$ cat src/rtl/line_merge_pkg.sv
// rtl/line_merge_pkg.sv - shared state enum, default parameters and clog2 helper for the line write merger
package line_merge_pkg;

    typedef enum logic [1:0] {
        ST_IDLE  = 2'd0,
        ST_MERGE = 2'd1,
        ST_DRAIN = 2'd2
    } state_e;

    localparam int DEF_LINE_BITS  = 512;
    localparam int DEF_WORD_BITS  = 32;
    localparam int DEF_AUTO_FLUSH = 0;

    function automatic int clog2(input int v);
        int r;
        r = 0;
        while ((1 << r) < v) r++;
        return r;
    endfunction

endpackage

$ cat src/rtl/word_byte_merge.sv
// rtl/word_byte_merge.sv - combinational byte-enable merge of a new word onto an old word
module word_byte_merge #(
    parameter int WORD_BITS = 32,
    localparam int BE_BITS  = WORD_BITS / 8
) (
    input  logic [WORD_BITS-1:0] i_old_word,
    input  logic [WORD_BITS-1:0] i_new_word,
    input  logic [BE_BITS-1:0]   i_be,
    output logic [WORD_BITS-1:0] o_word
);

    always_comb begin
        o_word = i_old_word;
        for (int b = 0; b < BE_BITS; b++) begin
            if (i_be[b]) o_word[8*b +: 8] = i_new_word[8*b +: 8];
        end
    end

endmodule

$ cat src/rtl/line_write_merger.sv
// rtl/line_write_merger.sv - holds one cache line, merges byte-enabled word writes, drains it on flush
module line_write_merger
    import line_merge_pkg::*;
#(
    parameter int LINE_BITS  = DEF_LINE_BITS,
    parameter int WORD_BITS  = DEF_WORD_BITS,
    parameter int AUTO_FLUSH = DEF_AUTO_FLUSH,
    localparam int WORDS     = LINE_BITS / WORD_BITS,
    localparam int OFF_BITS  = clog2(WORDS),
    localparam int BE_BITS   = WORD_BITS / 8
) (
    input  logic                 clk,
    input  logic                 rst_n,
    input  logic                 ld_valid,
    output logic                 ld_ready,
    input  logic [LINE_BITS-1:0] ld_line,
    input  logic                 wr_valid,
    output logic                 wr_ready,
    input  logic [OFF_BITS-1:0]  wr_offset,
    input  logic [WORD_BITS-1:0] wr_data,
    input  logic [BE_BITS-1:0]   wr_be,
    input  logic                 flush,
    output logic                 out_valid,
    input  logic                 out_ready,
    output logic [LINE_BITS-1:0] out_line,
    output logic [WORDS-1:0]     out_dirty
);

    if ((WORDS < 2) || ((WORDS & (WORDS - 1)) != 0) || ((WORD_BITS % 8) != 0) ||
        (WORDS * WORD_BITS != LINE_BITS)) begin : g_bad_params
        $error("line_write_merger: WORDS must be a power of two >= 2 and WORD_BITS a multiple of 8");
    end

    state_e                          r_state;
    logic [WORDS-1:0][WORD_BITS-1:0] r_line;
    logic [WORDS-1:0]                r_dirty;
    logic                            r_ld_ready;
    logic                            r_wr_ready;
    logic                            r_out_valid;

    logic [WORD_BITS-1:0] w_merged;
    logic                 w_wr_fire;
    logic                 w_be_any;
    logic [WORDS-1:0]     w_dirty_next;
    logic                 w_auto;

    word_byte_merge #(.WORD_BITS(WORD_BITS)) u_merge (
        .i_old_word (r_line[wr_offset]),
        .i_new_word (wr_data),
        .i_be       (wr_be),
        .o_word     (w_merged)
    );

    assign w_wr_fire    = wr_valid & r_wr_ready;
    assign w_be_any     = |wr_be;
    assign w_dirty_next = r_dirty | ({{(WORDS-1){1'b0}}, 1'b1} << wr_offset);
    // Auto drain fires on the write that completes the mask, exactly as a flush would
    assign w_auto       = (AUTO_FLUSH != 0) && w_wr_fire && w_be_any && (&w_dirty_next);

    always_ff @(posedge clk or negedge rst_n) begin
        if (!rst_n) begin
            r_state     <= ST_IDLE;
            r_line      <= '0;
            r_dirty     <= '0;
            r_ld_ready  <= 1'b1;
            r_wr_ready  <= 1'b0;
            r_out_valid <= 1'b0;
        end else begin
            case (r_state)
                ST_IDLE: begin
                    if (ld_valid) begin
                        r_line     <= ld_line;
                        r_dirty    <= '0;
                        r_ld_ready <= 1'b0;
                        r_wr_ready <= 1'b1;
                        r_state    <= ST_MERGE;
                    end
                end
                ST_MERGE: begin
                    if (w_wr_fire && w_be_any) begin
                        r_line[wr_offset] <= w_merged;
                        r_dirty           <= w_dirty_next;
                    end
                    if (flush || w_auto) begin
                        r_wr_ready  <= 1'b0;
                        r_out_valid <= 1'b1;
                        r_state     <= ST_DRAIN;
                    end
                end
                ST_DRAIN: begin
                    if (out_ready) begin
                        r_dirty     <= '0;
                        r_out_valid <= 1'b0;
                        r_ld_ready  <= 1'b1;
                        r_state     <= ST_IDLE;
                    end
                end
                default: begin
                    r_ld_ready  <= 1'b1;
                    r_wr_ready  <= 1'b0;
                    r_out_valid <= 1'b0;
                    r_state     <= ST_IDLE;
                end
            endcase
        end
    end

    assign ld_ready  = r_ld_ready;
    assign wr_ready  = r_wr_ready;
    assign out_valid = r_out_valid;
    assign out_line  = r_line;
    assign out_dirty = r_dirty;

endmodule

$ cat config.mk
export PLATFORM = sky130hd
export DESIGN_NAME = line_write_merger
export DESIGN_NICKNAME = d
export VERILOG_FILES = /design/src/rtl/line_merge_pkg.sv /design/src/rtl/word_byte_merge.sv /design/src/rtl/line_write_merger.sv
export SDC_FILE = /design/constraint.sdc
export NUM_CORES = 1
export LEC_CHECK = 0
export BUFFER_PORTS_ARGS = -buffer_cell sky130_fd_sc_hd__buf_2
export CAP_MARGIN = 30
export CORE_AREA = 4 4 418 420
export DETAILED_ROUTE_END_ITERATION = 10
export DIE_AREA = 0 0 422 424
export GPL_ROUTABILITY_DRIVEN = 0
export SETUP_SLACK_MARGIN = 0.1
export SLEW_MARGIN = 30
export SYNTH_ARGS = -nofsm -noshare
export SYNTH_HDL_FRONTEND = slang
export SYNTH_HIERARCHICAL = 1
export SYNTH_SLANG_ARGS = --single-unit
$ cat constraint.sdc
create_clock -name clk -period 3.5 [get_ports clk]
set_input_delay 0.175 -clock clk [delete_from_list [all_inputs] [get_ports clk]]
set_output_delay 0.175 -clock clk [all_outputs]
set_load 0.01 [all_outputs]
==> load_flow_metrics.sql, run 1 <==
INSERT INTO impl_metrics (metric_group, metric, value, unit) VALUES
('critical_path', 'worst_setup_path_start_kind', 'flip-flop', ''),
('timing', 'timing.final.setup_violations', '0', ''),
('global_route', 'grt_first_pass_wirelength', '292', 'mm'),
('clock_network', 'count_of_clock_tree_sinks', '533', ''),
('layout', 'area_delta_synth_final', '56.7', '%'),
('yosys', 'post_synthesis_net_count', '2796', ''),
('clock_network', 'cts_resized', '0', ''),
('timing', 'max_slew.worst_pin.slew', '0.963', 'ns'),
('critical_path', 'timing.setup.critical_path_class', 'reg2reg', ''),
('clock_network', 'worst_setup_hold_path_clk_slew', '0.06', 'ns'),
('die', 'vertical_extent_of_the_die', '424', 'µm'),
('critical_path', 'critPathMaxFanout', '9', ''),
('yosys', 'yosys_warnings', '6', ''),
('detailed_routing', 'post_drt_via_cell_ratio', '5.25', ''),
('yosys', 'synth_sequential_area_ratio', '44.6', '%'),
('global_route', 'initial_antenna_violation_count', '65', ''),
('detailed_routing', 'dr_vias', '32100', ''),
('timing', 'timing_max_transition_violations_final', '0', ''),
('timing', 'minimum_period_implied_by_the_final_worst_setup_slack', '2.92', 'ns'),
('clock_network', 'tritoncts', 'built', ''),
('layout', 'fillers', '17600', ''),
('die', 'start_util', '17.5', '%'),
('global_route', 'maximum_number_of_pins_on_one_net_before_global_route_repair', '101', ''),
('yosys', 'synthesized_flop_and_latch_total', '533', ''),
('timing', 'max_freq', '0.343', 'GHz'),
('clock_network', 'clock-root-buffer', 'sky130_fd_sc_hd__clkbuf_16', ''),
('run', 'cap_viol_max_count', '0', ''),
('detailed_routing', 'drt.antenna.violating_nets', '0', ''),
('global_route', 'grt.total_usage', '23.8', '%'),
('die', 'die_x', '422', 'µm'),
('clock_network', 'ctsHtreeMaxLevel', '3', ''),
('timing', 'unrepaired_setup_endpoints_after_global_routing', 'no', ''),
('detailed_routing', 'initialDrtViolationCount', '4561', ''),
('detailed_routing', 'detail_route.wl_per_cell', '36.4', 'µm'),
('min_path', 'hold_path_class', 'in2reg', ''),
('pwr', 'leakagePower', '21.7', 'nW'),
('yosys', 'synth-edff-count', '0', ''),
('layout', 'design.final.nets', '4362', ''),
('run_status', 'run_status', 'completed', ''),
('placement', 'numPortBuffers', '1088', ''),
('pwr', 'peakVddDrop', '0.000427', 'V'),
('detailed_routing', 'drt_wl_total', '223', 'mm'),
('critical_path', 'worstPathRequired', '4.05', 'ns'),
('yosys', 'summed_instance_area_of_the_synthesized_netlist', '29900', 'µm²'),
('die', 'boundaryPins', '1089', ''),
('pwr', 'totalPowerFinal', '40.8', 'mW'),
('critical_path', 'setup.worst_path.end_class', 'flip-flop', ''),
('die', 'coreArea', '171000', 'µm²'),
('timing', 'final_hold_viol_count', '0', ''),
('layout', 'final_layout_size_suffix_gt1_share', '49.6', '%'),
('clock_network', 'max-clock-path-buffers', '3', ''),
('clock_network', 'tritoncts.num_buffers', '71', ''),
('clock_network', 'post_cts_setup_driven_buffer_insertion_count', '0', ''),
('yosys', 'synth_top_area_share', '44.5', '%'),
('yosys', 'synth.top_cells.by_count', '532 x sky130_fd_sc_hd__dfrtp_1, 528 x sky130_fd_sc_hd__a22o_1, 320 x sky130_fd_sc_hd__mux2_2', ''),
('die', 'fp-row-count', '152', ''),
('timing', 'fin_skew', '0.0268', 'ns'),
('yosys', 'async_flop_share', '100', '%'),
('clock_network', 'insertion_delay', '0.68', 'ns'),
('yosys', 'synthTopCellsByArea', 'sky130_fd_sc_hd__dfrtp_1 44%, sky130_fd_sc_hd__a22o_1 15%, sky130_fd_sc_hd__mux2_2 12%, sky130_fd_sc_hd__mux4_2 9.6%, sky130_fd_sc_hd__mux2_1 7.3%', ''),
('pwr', 'power_per_cell_area', '871', 'nW/µm²'),
('yosys', 'average_cell_area_after_synthesis', '13.4', 'µm²'),
('die', 'design.die.area', '179000', 'µm²'),
('critical_path', 'slowest_stage', 'sky130_fd_sc_hd__dfrtp_1', ''),
('yosys', 'synth_ff_type', 'sky130_fd_sc_hd__dfrtp_1', ''),
('global_route', 'first_global_vias', '32200', ''),
('yosys', 'synth_top_area_cell', 'sky130_fd_sc_hd__dfrtp_1', ''),
('yosys', 'yosysMostFrequentCell', 'sky130_fd_sc_hd__dfrtp_1', ''),
('layout', 'postLayoutCoreUtil', '27.4', '%'),
('detailed_routing', 'drc_errors', '0', ''),
('critical_path', 'cp_data_arrival_time', '3.47', 'ns');
metrics by stage:
| step | worst slack [ns] | area [µm²] | hold slack (ns) | std cells |
|---|---|---|---|---|
| after floorplan | 0.285 | 29900 | -0.121 | 2238 |
| after global placement | 0.0575 | 39200 | 0.312 | 5442 |
| after detailed placement | 0.0716 | 39300 | 0.312 | 5449 |
| after CTS | 0.424 | 46800 | 0.00948 | 6089 |
| after global routing | 0.430 | 46900 | 0.0538 | 6107 |
| final | 0.583 | 46900 | 0.0612 | 6119 |
timing repair:
item	CTS	global route
hold buffers	515	0
setup endpoints to repair	0	0
endpoints found under the hold margin	563	0
path summary, 6_finish.rpt:
path	startpoint	endpoint	cells after the start
worst max-delay path	out_line[86]$_DFFE_PN0P_	out_line[310]$_DFFE_PN0P_	8
worst min-delay path	ld_line[469]	out_line[469]$_DFFE_PN0P_	3
worst max register to register	out_line[86]$_DFFE_PN0P_	out_line[310]$_DFFE_PN0P_	8
worst min register to register	out_dirty[5]$_DFFE_PN0P_	out_dirty[5]$_DFFE_PN0P_	1
max in group asynchronous	rst_n	out_line[357]$_DFFE_PN0P_	4
min in group asynchronous	rst_n	out_line[67]$_DFFE_PN0P_	2
layer usage:
metal	wire, µm	global-route usage (%)
met3	28500	9.77
met2	97600	36.4
met5	331	0.376
met4	14400	12.7
met1	81900	28.4
worst reg2reg max path: stages (launching register included):
cell	delay, ns
sky130_fd_sc_hd__dfrtp_1	0.52
sky130_fd_sc_hd__mux4_2	0.52
sky130_fd_sc_hd__a22oi_1	0.37
sky130_fd_sc_hd__nand2_1	0.09
sky130_fd_sc_hd__mux2_4	0.27
sky130_fd_sc_hd__and3b_1	0.27
sky130_fd_sc_hd__buf_12	0.18
sky130_fd_sc_hd__a22o_1	0.26
sky130_fd_sc_hd__mux2_1	0.32
state kept, by name, indices dropped and copies added, names as in the netlist:
name,count
out_dirty,16
r_state,2
ld_ready,1
wr_ready,1
out_line,512
out_valid,1
report_power, final:
group	total, mW	switching [mW]	internal [mW]
clock network	7.64	3.25	4.39
registers	12.5	3.57	8.96
logic	20.7	11.5	9.16
total	40.8	18.3	22.5
area by class of cell:
class / count / area, µm² / area share, %
multi-input combinational: 1403 / 15700 / 33.4
sequential: 533 / 13300 / 28.5
timing repair buffer: 1794 / 12700 / 27.0
tap: 2233 / 2790 / 5.96
clock buffer: 101 / 2000 / 4.27
clock inverter: 24 / 339 / 0.723
antenna: 30 / 75.1 / 0.160
inverter: 1 / 3.75 / 0.00800
cells by family (layout without fill, tap and decap cells):
family          count (synthesis)  after routing  synth area share [%]
other cells                     0             30                     0
flops                         533            533                  44.6
compound gates                615            615                  17.8
simple gates                  115            115                  2.88
buf+inv                       302           1920                  4.21
mux                           673            673                  30.5
layout by cell type, fill, tap and decap left out, types with 5 or more instances in the layout:
cell / n
sky130_fd_sc_hd__buf_4: 138
sky130_fd_sc_hd__dlygate4sd3_1: 515
sky130_fd_sc_hd__mux2_2: 320
sky130_fd_sc_hd__clkinv_4: 6
sky130_fd_sc_hd__mux2_1: 193
sky130_fd_sc_hd__buf_6: 5
sky130_fd_sc_hd__dfrtp_1: 530
sky130_fd_sc_hd__clkbuf_16: 72
sky130_fd_sc_hd__o31ai_4: 16
sky130_fd_sc_hd__nor4bb_4: 6
sky130_fd_sc_hd__buf_12: 47
sky130_fd_sc_hd__clkbuf_1: 20
sky130_fd_sc_hd__clkbuf_8: 9
sky130_fd_sc_hd__mux2_4: 32
sky130_fd_sc_hd__a22oi_1: 64
sky130_fd_sc_hd__clkinv_2: 5
sky130_fd_sc_hd__a22o_1: 528
sky130_fd_sc_hd__nand2_1: 36
sky130_fd_sc_hd__mux4_2: 128
sky130_fd_sc_hd__diode_2: 30
sky130_fd_sc_hd__and3b_1: 32
sky130_fd_sc_hd__bufinv_16: 5
sky130_fd_sc_hd__buf_2: 1085
(Power assumes the default switching activity.)
==> inputs of run 2 (changes only) <==
- clock period: 3.5 -> 2.61 ns (I/O delays scaled with it)
==> load_flow_metrics.sql, run 2 (same netlist as run 1, synthesis figures left out) <==
INSERT INTO impl_metrics (metric_group, metric, value, unit) VALUES
('detailed_routing', 'detail_route.wl_per_cell', '33.8', 'µm'),
('global_route', 'maximum_number_of_pins_on_one_net_before_global_route_repair', '114', ''),
('die', 'boundaryPins', '1089', ''),
('critical_path', 'setup.worst_path.end_class', 'flip-flop', ''),
('global_route', 'initial_antenna_violation_count', '41', ''),
('die', 'vertical_extent_of_the_die', '424', 'µm'),
('clock_network', 'tritoncts.num_buffers', '67', ''),
('layout', 'most-common-layout-cells', '1,085 x sky130_fd_sc_hd__buf_2, 523 x sky130_fd_sc_hd__a22o_1, 518 x sky130_fd_sc_hd__dlygate4sd3_1, 518 x sky130_fd_sc_hd__dfrtp_1, 343 x sky130_fd_sc_hd__mux2_4', ''),
('run_status', 'violations', 'setup timing', ''),
('timing', 'unrepaired_setup_endpoints_after_global_routing', 'yes', ''),
('detailed_routing', 'drc_errors', '0', ''),
('pwr', 'totalPowerFinal', '59.6', 'mW'),
('clock_network', 'insertion_delay', '0.70', 'ns'),
('clock_network', 'max-clock-path-buffers', '3', ''),
('placement', 'place_hpwl', '161', 'mm'),
('clock_network', 'count_of_clock_tree_sinks', '533', ''),
('critical_path', 'critPathMaxFanout', '8', ''),
('pwr', 'peakVddDrop', '0.000621', 'V'),
('timing', 'timing_max_transition_violations_final', '0', ''),
('critical_path', 'worstPathRequired', '3.15', 'ns'),
('clock_network', 'worst_setup_hold_path_clk_slew', '0.06', 'ns'),
('timing', 'timing.final.setup_violations', '25', ''),
('detailed_routing', 'post_drt_via_cell_ratio', '5.15', ''),
('timing', 'fin_skew', '0.0424', 'ns'),
('die', 'fp-row-count', '152', ''),
('clock_network', 'tritoncts', 'built', ''),
('die', 'design.die.area', '179000', 'µm²'),
('detailed_routing', 'drt_wl_total', '215', 'mm'),
('layout', 'most_frequent_standard_cell_in_the_layout_excluding_fill_and_tap_cells', 'sky130_fd_sc_hd__buf_2', ''),
('detailed_routing', 'drt.antenna.violating_nets', '0', ''),
('timing', 'max_slew.worst_pin.slew', '0.863', 'ns'),
('timing', 'minimum_period_implied_by_the_final_worst_setup_slack', '2.72', 'ns'),
('detailed_routing', 'initialDrtViolationCount', '3996', ''),
('placement', 'numPortBuffers', '1088', ''),
('timing', 'worst_slew_margin_rel', '42.5', '%'),
('timing', 'max_freq', '0.368', 'GHz'),
('global_route', 'grt_first_pass_wirelength', '287', 'mm'),
('pwr', 'power_per_cell_area', '1170', 'nW/µm²'),
('global_route', 'overflow', '0', ''),
('critical_path', 'worst_setup_path_start_kind', 'flip-flop', ''),
('pwr', 'leakagePower', '23.9', 'nW'),
('layout', 'area_delta_synth_final', '70.2', '%'),
('timing', 'final_hold_viol_count', '0', ''),
('clock_network', 'ctsHtreeMaxLevel', '3', ''),
('layout', 'largest_register_ff_count', '512', ''),
('die', 'start_util', '17.5', '%'),
('die', 'die_x', '422', 'µm'),
('min_path', 'hold_path_class', 'in2async', ''),
('critical_path', 'r2r_slack', '-0.11', 'ns'),
('global_route', 'first_global_vias', '33900', ''),
('clock_network', 'clock-root-buffer', 'sky130_fd_sc_hd__clkbuf_16', ''),
('global_route', 'grt.total_usage', '22.9', '%'),
('timing', 'setup_slack', '-0.106', 'ns'),
('detailed_routing', 'dr.pass1.iters', '5', ''),
('critical_path', 'regToRegStartpoint', 'out_line[396]$_DFFE_PN0P_', ''),
('critical_path', 'cp_data_arrival_time', '3.26', 'ns'),
('placement', 'placed_instance_area', '42200', 'µm²'),
('layout', 'final_layout_size_suffix_gt1_share', '59.1', '%'),
('die', 'coreArea', '171000', 'µm²'),
('timing', 'post-route-period-util', '104', '%'),
('detailed_routing', 'dr_vias', '32700', ''),
('layout', 'final_design_area_no_fill', '51000', 'µm²'),
('run', 'cap_viol_max_count', '0', ''),
('placement', 'dp_worst_setup_slack', '-0.777', 'ns'),
('layout', 'design.final.nets', '4602', ''),
('run_status', 'run_status', 'complete, but fails checks', ''),
('critical_path', 'timing.setup.critical_path_class', 'reg2reg', ''),
('critical_path', 'crit_path_start', 'out_line[396]$_DFFE_PN0P_', ''),
('critical_path', 'worst_r2r_path_depth', '8', '');
run 2: cell types whose count changed in the layout (fill, tap and decap cells not counted), moves of 35 or more:
cell,before,now
sky130_fd_sc_hd__mux2_4,32,343
sky130_fd_sc_hd__a22oi_1,64,29
sky130_fd_sc_hd__mux2_2,320,196
sky130_fd_sc_hd__buf_4,138,297
sky130_fd_sc_hd__mux2_1,193,6
sky130_fd_sc_hd__buf_12,47,111
sky130_fd_sc_hd__a22oi_2,0,35
run 2: final cells by class:
class	count	area, µm²
Multi-Input combinational cell	1403	17100
Clock buffer	98	1970
Clock inverter	22	234
Timing Repair Buffer	2038	15400
Tap cell	2233	2790
Sequential cell	533	13400
Inverter	1	3.75
Fill cell	17100	120000
Antenna cell	35	87.6
run 2: path summary, 6_finish.rpt:
path / end
max in group asynchronous: out_line[355]$_DFFE_PN0P_
min: out_line[189]$_DFFE_PN0P_
min in group clk: out_line[51]$_DFFE_PN0P_
max reg2reg: out_line[44]$_DFFE_PN0P_
min reg2reg: out_dirty[8]$_DFFE_PN0P_
max: out_line[44]$_DFFE_PN0P_
run 2: routing by layer:
| layer | wire (µm) | part of all wire [%] | vias up | GRT usage [%] |
|---|---|---|---|---|
| li1 | - | - | 12500 | - |
| met3 | 24800 | 12 | 809 | 8.35 |
| met4 | 14000 | 6.5 | 14 | 12.7 |
| met5 | 174 | 0.081 | - | 0 |
| met2 | 99000 | 46 | 2752 | 36.9 |
| met1 | 77300 | 36 | 16700 | 26.3 |
run 2: what timing repair did:
action	4_1_cts	5_1_grt
setup endpoints to repair	331	422
gates cloned	1	1
resized for setup	154	91
hold buffers	518	0
pin swaps	22	21
buffers inserted	26	24
endpoints found under the hold margin	580	0
run 2: worst max-delay path, stage by stage, from the launching register on:
cell and delay, ns:
sky130_fd_sc_hd__dfrtp_1 0.40, sky130_fd_sc_hd__mux4_2 0.50, sky130_fd_sc_hd__a22oi_2 0.40, sky130_fd_sc_hd__nand2_1 0.09
sky130_fd_sc_hd__mux2_4 0.28, sky130_fd_sc_hd__and3b_2 0.28, sky130_fd_sc_hd__buf_12 0.16, sky130_fd_sc_hd__a22o_1 0.19
sky130_fd_sc_hd__mux2_4 0.27
run 2: metrics by stage:
stage	hold WS [ns]	TNS [ns]	std cells	util [%]
after floorplan	-0.165	-9.46	2238	-
after global placement	0.195	-118.38	5637	24.6
after detailed placement	0.206	-117.24	5638	24.7
after CTS	0.0289	-1.58	6303	29.4
after global routing	0.0725	-4.75	6351	29.8
final	0.0621	-1.29	6363	29.8
run 2: power breakdown:
| group | total [mW] | internal (mW) | switching [mW] |
|---|---|---|---|
| combinational | 34.0 | 16.9 | 17.1 |
| clock | 9.72 | 5.56 | 4.16 |
| sequential | 15.8 | 12.0 | 3.77 |
